[config.mk]
export PLATFORM = sky130hd
export DESIGN_NAME = status_tx_scheduler
export DESIGN_NICKNAME = d
export VERILOG_FILES = /design/src/rtl/alarm_pkg.sv /design/src/rtl/req_arbiter.sv /design/src/rtl/status_tx_scheduler.sv
export SDC_FILE = /design/constraint.sdc
export NUM_CORES = 1
export LEC_CHECK = 0
export CAP_MARGIN = 10
export CORE_ASPECT_RATIO = 1.5
export CORE_MARGIN = 3
export CORE_UTILIZATION = 30
export DETAILED_ROUTE_END_ITERATION = 10
export DONT_BUFFER_PORTS = 1
export HOLD_SLACK_MARGIN = 0.02
export PLACE_DENSITY = 0.51
export SLEW_MARGIN = 40
export SYNTH_ARGS = -nofsm -noshare
export SYNTH_HDL_FRONTEND = slang
export SYNTH_SLANG_ARGS = --single-unit
[constraint.sdc]
create_clock -name CLK -period 1.46 [get_ports CLK]
set_input_delay 0.146 -clock CLK [delete_from_list [all_inputs] [get_ports CLK]]
set_output_delay 0.146 -clock CLK [all_outputs]
set_load 0.03 [all_outputs]
[src/rtl/alarm_pkg.sv]
// Shared definitions for the alarm main module and its status link scheduler.
package alarm_pkg;

  typedef enum logic [1:0] {
    ST_IDLE  = 2'd0,
    ST_SHIFT = 2'd1,
    ST_GAP   = 2'd2
  } tx_state_e;

  localparam logic [1:0] TAG_ALARM  = 2'b01;
  localparam logic [1:0] TAG_KEY    = 2'b10;
  localparam logic [1:0] TAG_STATUS = 2'b11;

  localparam int unsigned MSG_W_DEF = 4;
  localparam int unsigned FRAME_W   = 2 + MSG_W_DEF;

  // Status-message bit positions used by the alarm FSM
  localparam int unsigned STAT_ARMED   = 0;
  localparam int unsigned STAT_ALARM   = 1;
  localparam int unsigned STAT_SENSOR1 = 2;
  localparam int unsigned STAT_SENSOR2 = 3;

endpackage

[src/rtl/req_arbiter.sv]
// Combinational grant: source 0 absolute priority, sources 1/2 round-robin.
module req_arbiter (
  input  logic [2:0] i_req,
  input  logic       i_en,
  input  logic       i_rr_ptr,
  output logic [2:0] o_grant_c,
  output logic       o_valid_c
);

  // i_rr_ptr = 0: source 2 loses a 1/2 tie; i_rr_ptr = 1: source 1 loses
  always_comb begin
    o_grant_c = 3'b000;
    if (i_en) begin
      if (i_req[0]) begin
        o_grant_c = 3'b001;
      end else if (i_req[1] && (!i_req[2] || !i_rr_ptr)) begin
        o_grant_c = 3'b010;
      end else if (i_req[2]) begin
        o_grant_c = 3'b100;
      end
    end
  end

  assign o_valid_c = |o_grant_c;

endmodule

[src/rtl/status_tx_scheduler.sv]
// Shares the serial status link among alarm, keypad and refresh sources;
// sends one tagged frame {TAG, MSG} MSB first, then a stand-by gap.
module status_tx_scheduler
  import alarm_pkg::*;
#(
  parameter int unsigned MSG_W     = 4,
  parameter int unsigned SB_CYCLES = 3
) (
  input  logic             CLK,
  input  logic             RST_N,
  input  logic             EN,
  input  logic [2:0]       REQ,
  input  logic [MSG_W-1:0] MSG0,
  input  logic [MSG_W-1:0] MSG1,
  input  logic [MSG_W-1:0] MSG2,
  output logic [2:0]       ACK,
  output logic             BUSY,
  output logic             STATUS_OUT,
  output logic             STATUS_SEND
);

  localparam int unsigned FW       = 2 + MSG_W;
  localparam logic [2:0]  BIT_LOAD = 3'(FW - 1);
  localparam logic [3:0]  GAP_LOAD = 4'((SB_CYCLES == 0) ? 0 : SB_CYCLES - 1);

  tx_state_e     r_state, w_state_nxt;
  logic [FW-1:0] r_shift, w_shift_nxt;
  logic [2:0]    r_bit_cnt, w_bit_cnt_nxt;
  logic [3:0]    r_gap_cnt, w_gap_cnt_nxt;
  logic [2:0]    r_ack, w_ack_nxt;
  logic          r_busy, w_busy_nxt;
  logic          r_send, w_send_nxt;
  logic          r_rr_ptr, w_rr_ptr_nxt;
  logic [2:0]    w_grant;
  logic          w_valid;
  logic [FW-1:0] w_frame;

  req_arbiter u_arb (
    .i_req     (REQ),
    .i_en      (EN && (r_state == ST_IDLE)),
    .i_rr_ptr  (r_rr_ptr),
    .o_grant_c (w_grant),
    .o_valid_c (w_valid)
  );

  // Frame of the granted source
  always_comb begin
    w_frame = '0;
    if (w_grant[0]) begin
      w_frame = {TAG_ALARM, MSG0};
    end else if (w_grant[1]) begin
      w_frame = {TAG_KEY, MSG1};
    end else if (w_grant[2]) begin
      w_frame = {TAG_STATUS, MSG2};
    end
  end

  // Next-state and registered-output logic
  always_comb begin
    w_state_nxt   = r_state;
    w_shift_nxt   = r_shift;
    w_bit_cnt_nxt = r_bit_cnt;
    w_gap_cnt_nxt = r_gap_cnt;
    w_ack_nxt     = 3'b000;
    w_busy_nxt    = r_busy;
    w_send_nxt    = 1'b0;
    w_rr_ptr_nxt  = r_rr_ptr;
    case (r_state)
      ST_IDLE: begin
        w_busy_nxt = 1'b0;
        if (w_valid) begin
          w_state_nxt   = ST_SHIFT;
          w_shift_nxt   = w_frame;
          w_bit_cnt_nxt = BIT_LOAD;
          w_ack_nxt     = w_grant;
          w_busy_nxt    = 1'b1;
          w_send_nxt    = 1'b1;
          if (w_grant[1]) begin
            w_rr_ptr_nxt = 1'b1;
          end else if (w_grant[2]) begin
            w_rr_ptr_nxt = 1'b0;
          end
        end
      end
      ST_SHIFT: begin
        w_shift_nxt = {r_shift[FW-2:0], 1'b0};
        if (r_bit_cnt == 3'd0) begin
          if (SB_CYCLES == 0) begin
            w_state_nxt = ST_IDLE;
            w_busy_nxt  = 1'b0;
          end else begin
            w_state_nxt   = ST_GAP;
            w_gap_cnt_nxt = GAP_LOAD;
          end
        end else begin
          w_bit_cnt_nxt = r_bit_cnt - 3'd1;
          w_send_nxt    = 1'b1;
        end
      end
      ST_GAP: begin
        if (r_gap_cnt == 4'd0) begin
          w_state_nxt = ST_IDLE;
          w_busy_nxt  = 1'b0;
        end else begin
          w_gap_cnt_nxt = r_gap_cnt - 4'd1;
        end
      end
      default: begin
        w_state_nxt = ST_IDLE;
        w_busy_nxt  = 1'b0;
      end
    endcase
  end

  always_ff @(posedge CLK or negedge RST_N) begin
    if (!RST_N) begin
      r_state   <= ST_IDLE;
      r_shift   <= '0;
      r_bit_cnt <= 3'd0;
      r_gap_cnt <= 4'd0;
      r_ack     <= 3'b000;
      r_busy    <= 1'b0;
      r_send    <= 1'b0;
      r_rr_ptr  <= 1'b0;
    end else begin
      r_state   <= w_state_nxt;
      r_shift   <= w_shift_nxt;
      r_bit_cnt <= w_bit_cnt_nxt;
      r_gap_cnt <= w_gap_cnt_nxt;
      r_ack     <= w_ack_nxt;
      r_busy    <= w_busy_nxt;
      r_send    <= w_send_nxt;
      r_rr_ptr  <= w_rr_ptr_nxt;
    end
  end

  assign ACK         = r_ack;
  assign BUSY        = r_busy;
  assign STATUS_SEND = r_send;
  assign STATUS_OUT  = r_shift[FW-1];

endmodule

After elaboration in Yosys (flattened, before gate mapping)
Index checks and enable logic that the tools add are counted.
Widths: inputs -> output; s select.
{ "op_classes": {"n_addsub": 2, "eq_ne": 7, "n_mux": 28, "bitwise_logic": 1, "reduce_logical": 18} }
{ "op_table": {"columns": ["cell", "count"], "rows": [
  ["$mux 3", 8],
  ["$mux 6", 4],
  ["$pmux 6 s2", 1],
  ["$reduce_and 3->1", 4],
  ["$mux 4", 2],
  ["$ne 2x2->1 const B", 4],
  ["$pmux 4 s2", 1],
  ["$mux 2", 3],
  ["$pmux 2 s3", 1],
  ["$pmux 3 s2", 1],
  ["$reduce_bool 2->1", 3],
  ["$mux 1", 5],
  ["$logic_not 4->1", 1],
  ["$reduce_and 2->1", 2],
  ["$sub 4x1->4 const B", 1],
  ["$logic_not 3->1", 1],
  ["$pmux 1 s3", 1],
  ["$reduce_or 3->1", 1],
  ["$sub 3x1->3 const B", 1],
  ["$eq 2x1->1 const B", 1],
  ["$eq 2x2->1 const B", 1],
  ["$logic_and 1x1->1", 2],
  ["$logic_not 1->1", 2],
  ["$logic_not 2->1", 1],
  ["other kinds (4)", 4]
]} }
{ "word_totals": {"reg_bits": 21, "inputBits": 18, "out_inout_bits": 6, "wordCells": 64} }

Longest topological paths before layout
{ "depth": {"ltp_word": 11, "depth_mapped": 6, "ltp_nobuf": 6} }

Hierarchy
A second synthesis with hierarchy kept.
{ "unflattened": {"hier_cells": 104, "area_unflattened_um2": 1106.1} }
{ "modules_own_cells": {"columns": ["mod", "n_inst", "cells_per_inst", "area_each_um2", "seq_area_each_um2"], "rows": [
  ["status_tx_scheduler", 1, 97, 1061.0, 525.5],
  ["req_arbiter", 1, 7, 45.0, 0.0]
]} }

Least setup slack after synthesis
OpenSTA, ideal clock, no wires.
{ "synth_timing": {"path_type": "register -> register", "startpoint": "reg r_gap_cnt[0]", "endpoint": "reg r_gap_cnt[3]", "setup_ns": 0.124, "arrival_time_ns": 1.362, "required_time_ns": 1.336, "slack_ns": -0.026, "path_stages_with_launch": 7, "path_buffers": 0, "synth_period_minus_slack_ns": 1.486, "path_cell_list": "dfrtp_1 inv_1 ha_1 inv_2 o311ai_1 or4_1 mux2i_1"} }
{ "synth_via": {"elab_chain_cells": 3, "word_cells_on_any_way": 6, "classes_between": "add/sub: 1; eq/ne: 1; mux: 2; reduce/logical: 2"} }
{ "synth_rtl": {"columns": ["item", "line_no", "source"], "rows": [
  ["start, declared", "status_tx_scheduler.sv:29", "logic [3:0] r_gap_cnt, w_gap_cnt_nxt;"],
  ["start signal, assigned", "status_tx_scheduler.sv:129", "r_gap_cnt <= w_gap_cnt_nxt;"],
  ["$sub 4x1->4 or $logic_not 4->1 (tied branches)", "status_tx_scheduler.sv:105, status_tx_scheduler.sv:101", null],
  ["$mux 4 or $ne 2x2->1 (tied branches)", null, null],
  ["$pmux 4 s2 or $reduce_and 3->1 (tied branches)", null, null]
]} }
Parallel ways exist; a longest one is shown, timed or not. The select of a mux whose other input is x is not followed.
A chain may end at the register's enable or synchronous reset.

Final worst setup path
{ "layout_timing": {"startpoint": "reg r_gap_cnt[1]", "endpoint": "reg r_gap_cnt[3]"} }
Same word-level chain as after synthesis.

==> results.py <==
metrics = {
    "logic_synthesis": {
        "synth-main-ff-cell": "dfrtp_1",
        "yosysSeqAreaShare_pct": 51.98,
        "synth_top_area_share_pct": 51.98,
        "synthXorXnorAreaFrac_pct": 0,
        "synthSimpleGateAreaFrac_pct": 18.56,
        "netlist_top_cells_area": "dfrtp_1, nand2_1, ha_1",
        "synth_edf_count": 0,
        "synth_cell_types": 31,
        "syn_inst": 101,
        "synth_top_family_by_area": "compound AO/OA/AOI/OAI gates",
        "synth_compound_area_share_pct": 18.81,
        "syn-cell-area_um2": 1011,
        "synth_fa_ha_area_share_pct": 3.713,
        "syn-mean-instance-area_um2": 10.01,
        "synth.mux.area_fraction_pct": 3.094,
        "yosysWarnings": 0,
        "synth_seq_cells": 21,
        "synth_nets": 122,
        "yosys-top-cells-count": "dfrtp_1, nand2_1, inv_1, nand2b_1, o21ai_1",
        "synthArstFlopShare_pct": 100.0,
        "synth_area_leader_cell": "dfrtp_1",
        "synth.most_common_cell": "dfrtp_1",
    },
    "global_routing": {
        "grt_max_degree": 22,
        "grt_pass1_wl_mm": 3.877,
        "grt-ovfl-total": 0,
        "grt_pass1_vias": 869,
        "track_usage_pct": 12.66,
        "antenna_found_initial": 0,
    },
    "job": {
        "cap_viol_max_count": 0,
    },
    "power": {
        "p_leak_uw": 0.0005889,
        "total_power_uw": 2627,
        "max-vdd-ir-drop_mv": 0.6300,
        "power_density_nw_per_um2": 2044,
    },
    "timing": {
        "period_needed_ns": 1.411,
        "period_share_pct": 96.65,
        "max_freq_ghz": 0.7087,
        "hold_viol_final": 0,
        "setup_slack_ns": 0.04891,
        "fin_skew_ns": 0.002254,
        "report.final.setup_viol": 0,
        "slew_violations": 0,
        "max_slew_margin_pct": 68.16,
        "worstMarginPinSlew_ns": 0.4776,
    },
    "worst_setup_path": {
        "r2r_setup_slack_ns": 0.05,
        "crit_arrival_ns": 1.55,
        "cp_max_fo": 2,
        "crit_path_start_kind": "register",
        "cp-endpoint": "r_gap_cnt[3]$_DFFE_PN0P_",
        "cp-end-kind": "register",
        "r2r_end": "r_gap_cnt[3]$_DFFE_PN0P_",
        "crit_chain": "inv_2 -> ha_4 -> inv_4 -> o311ai_4 -> or4_4 -> mux2i_1",
        "reg2reg_depth": 6,
        "slowest_delay_ns": 0.43,
        "r2r-start": "r_gap_cnt[1]$_DFFE_PN0P_",
        "critPathKind": "reg2reg",
        "cp.required_ns": 1.59,
        "critPathSlowestCell": "or4_4",
        "critPathLaunch": "r_gap_cnt[1]$_DFFE_PN0P_",
    },
    "floorplan": {
        "die_area_um2": 4117,
        "die_h_um": 77.10,
        "start_util_pct": 31.69,
        "core.rowCount": 25,
        "die_w_um": 53.40,
        "num_io_pins": 24,
        "coreArea_um2": 3191,
    },
    "routing": {
        "routed_wl_mm": 2.399,
        "vias": 821,
        "ant_nets": 0,
        "detail_route.first_pass.iterations": 4,
        "wl_per_cell_um": 14.99,
        "drtIter0Drc": 13,
        "viasPerCell": 5.131,
        "remaining_drc_errors": 0,
    },
    "place": {
        "placed_area_um2": 1151,
        "io_buffers": 0,
        "place_congestion": 0.7215,
        "post-dp-hpwl_mm": 1.857,
        "dp_slack_ns": -0.06160,
    },
    "clocking": {
        "clockBufferDepth": 2,
        "cts_tree": "yes",
        "insertion_delay_ns": 0.25,
        "cts_buffers": 3,
        "clkTransAtPathRegs_ns": 0.07,
        "clock-root-buffer": "clkbuf_8",
        "cts_max_level": 1,
        "cts_sinks": 21,
    },
    "final_layout": {
        "n_antenna_cell": 0,
        "drive_above_1_share_pct": 24.17,
        "final_cell_area_um2": 1285,
        "finish.net_count": 142,
        "syn_to_final_growth_pct": 27.10,
    },
    "run_status": {
        "status": "finished clean",
    },
    "hold_path": {
        "holdCritPathClass": "in2reg",
    },
}
[stage by stage]
stage / utilization, % / hold slack, ns / cells / setup TNS [ns]
after floorplan: - / -0.1496 / 101 / -0.01127
after global placement: 36.08 / -0.1491 / 150 / -0.06574
after detailed placement: 36.08 / -0.1491 / 150 / -0.1224
after CTS: 38.90 / 0.02933 / 158 / 0
after global routing: 40.27 / 0.04285 / 160 / -0.0007130
final: 40.27 / 0.03857 / 160 / 0
[cell usage in the layout (no fill, tap or decap), types with 3 or more instances in the layout]
cell      Yosys  final
dfrtp_1      21     20
o21ai_1       6      6
a31oi_1       3      3
buf_4         0     13
and2_1        4      4
nand2_1      15     15
o22ai_1       4      4
inv_1         7      6
nand3_1       3      3
clkbuf_8      0      3
nand2b_1      6      6
[cell type report]
cell class / instances / area, um^2
Timing Repair Buffer: 16 / 122.6
Inverter: 9 / 36.28
Clock buffer: 4 / 45.04
Sequential cell: 21 / 526.8
Multi-Input combinational cell: 70 / 504.2
Fill cell: 326 / 1906
Tap cell: 40 / 50.05
[layer usage]
| layer | part of all wire (%) | wire [um] | global-route usage [%] |
|---|---|---|---|
| met4 | 0.88 | 21 | 5.371 |
| met3 | 5.6 | 135 | 3.301 |
| met1 | 38 | 916 | 12.92 |
| met5 | 0 | 0 | 0 |
| met2 | 55 | 1325 | 22.85 |
[worst min path at each step]
stage / end / startpoint / cells after the start / slack (ns)
after floorplan: ACK[0]$_DFF_PN0_ / RST_N / 0 / -0.15
after global placement: ACK[1]$_DFF_PN0_ / RST_N / 0 / -0.15
after detailed placement: ACK[0]$_DFF_PN0_ / RST_N / 0 / -0.15
after CTS: ACK[1]$_DFF_PN0_ / REQ[1] / 2 / 0.03
after global routing: ACK[1]$_DFF_PN0_ / REQ[1] / 2 / 0.04
final: ACK[1]$_DFF_PN0_ / REQ[1] / 2 / 0.04
[cells by family after synthesis]
family                     Yosys count
DFF                                 21
adders and majority gates            3
AOI/OAI and AO/OA                   28
muxes                                3
and+or+nand+nor                     36
buffers and inverters               10
[state kept, by name (all words and copies together), names as in the netlist]
register	cells
r_state	2
r_bit_cnt	3
STATUS_SEND	1
BUSY	1
ACK	3
r_gap_cnt	4
r_rr_ptr	1
r_shift	6
[where the power goes]
group,internal [uW],switching [uW]
Combinational,586,555
Sequential,829,291
Clock,194,171
[worst max-delay path, delay by kind of cell, from the launching register on]
family,cells,cell delay (ns)
AND/OR/NAND/NOR,1,0.43
flip-flops,1,0.37
adder cells (fa/ha/maj),1,0.17
multiplexers,1,0.13
buffers and inverters,2,0.12
AO/OA/AOI/OAI,1,0.08
[repair_timing]
item	CTS	global route
resized for setup	2	7
buffers inserted	2	1
pin swaps	2	0
endpoints found under the hold margin	23	21
hold buffers	2	1
setup endpoints to repair	4	12
cloned	0	0
Note: power is estimated with default switching activity, not from simulation.
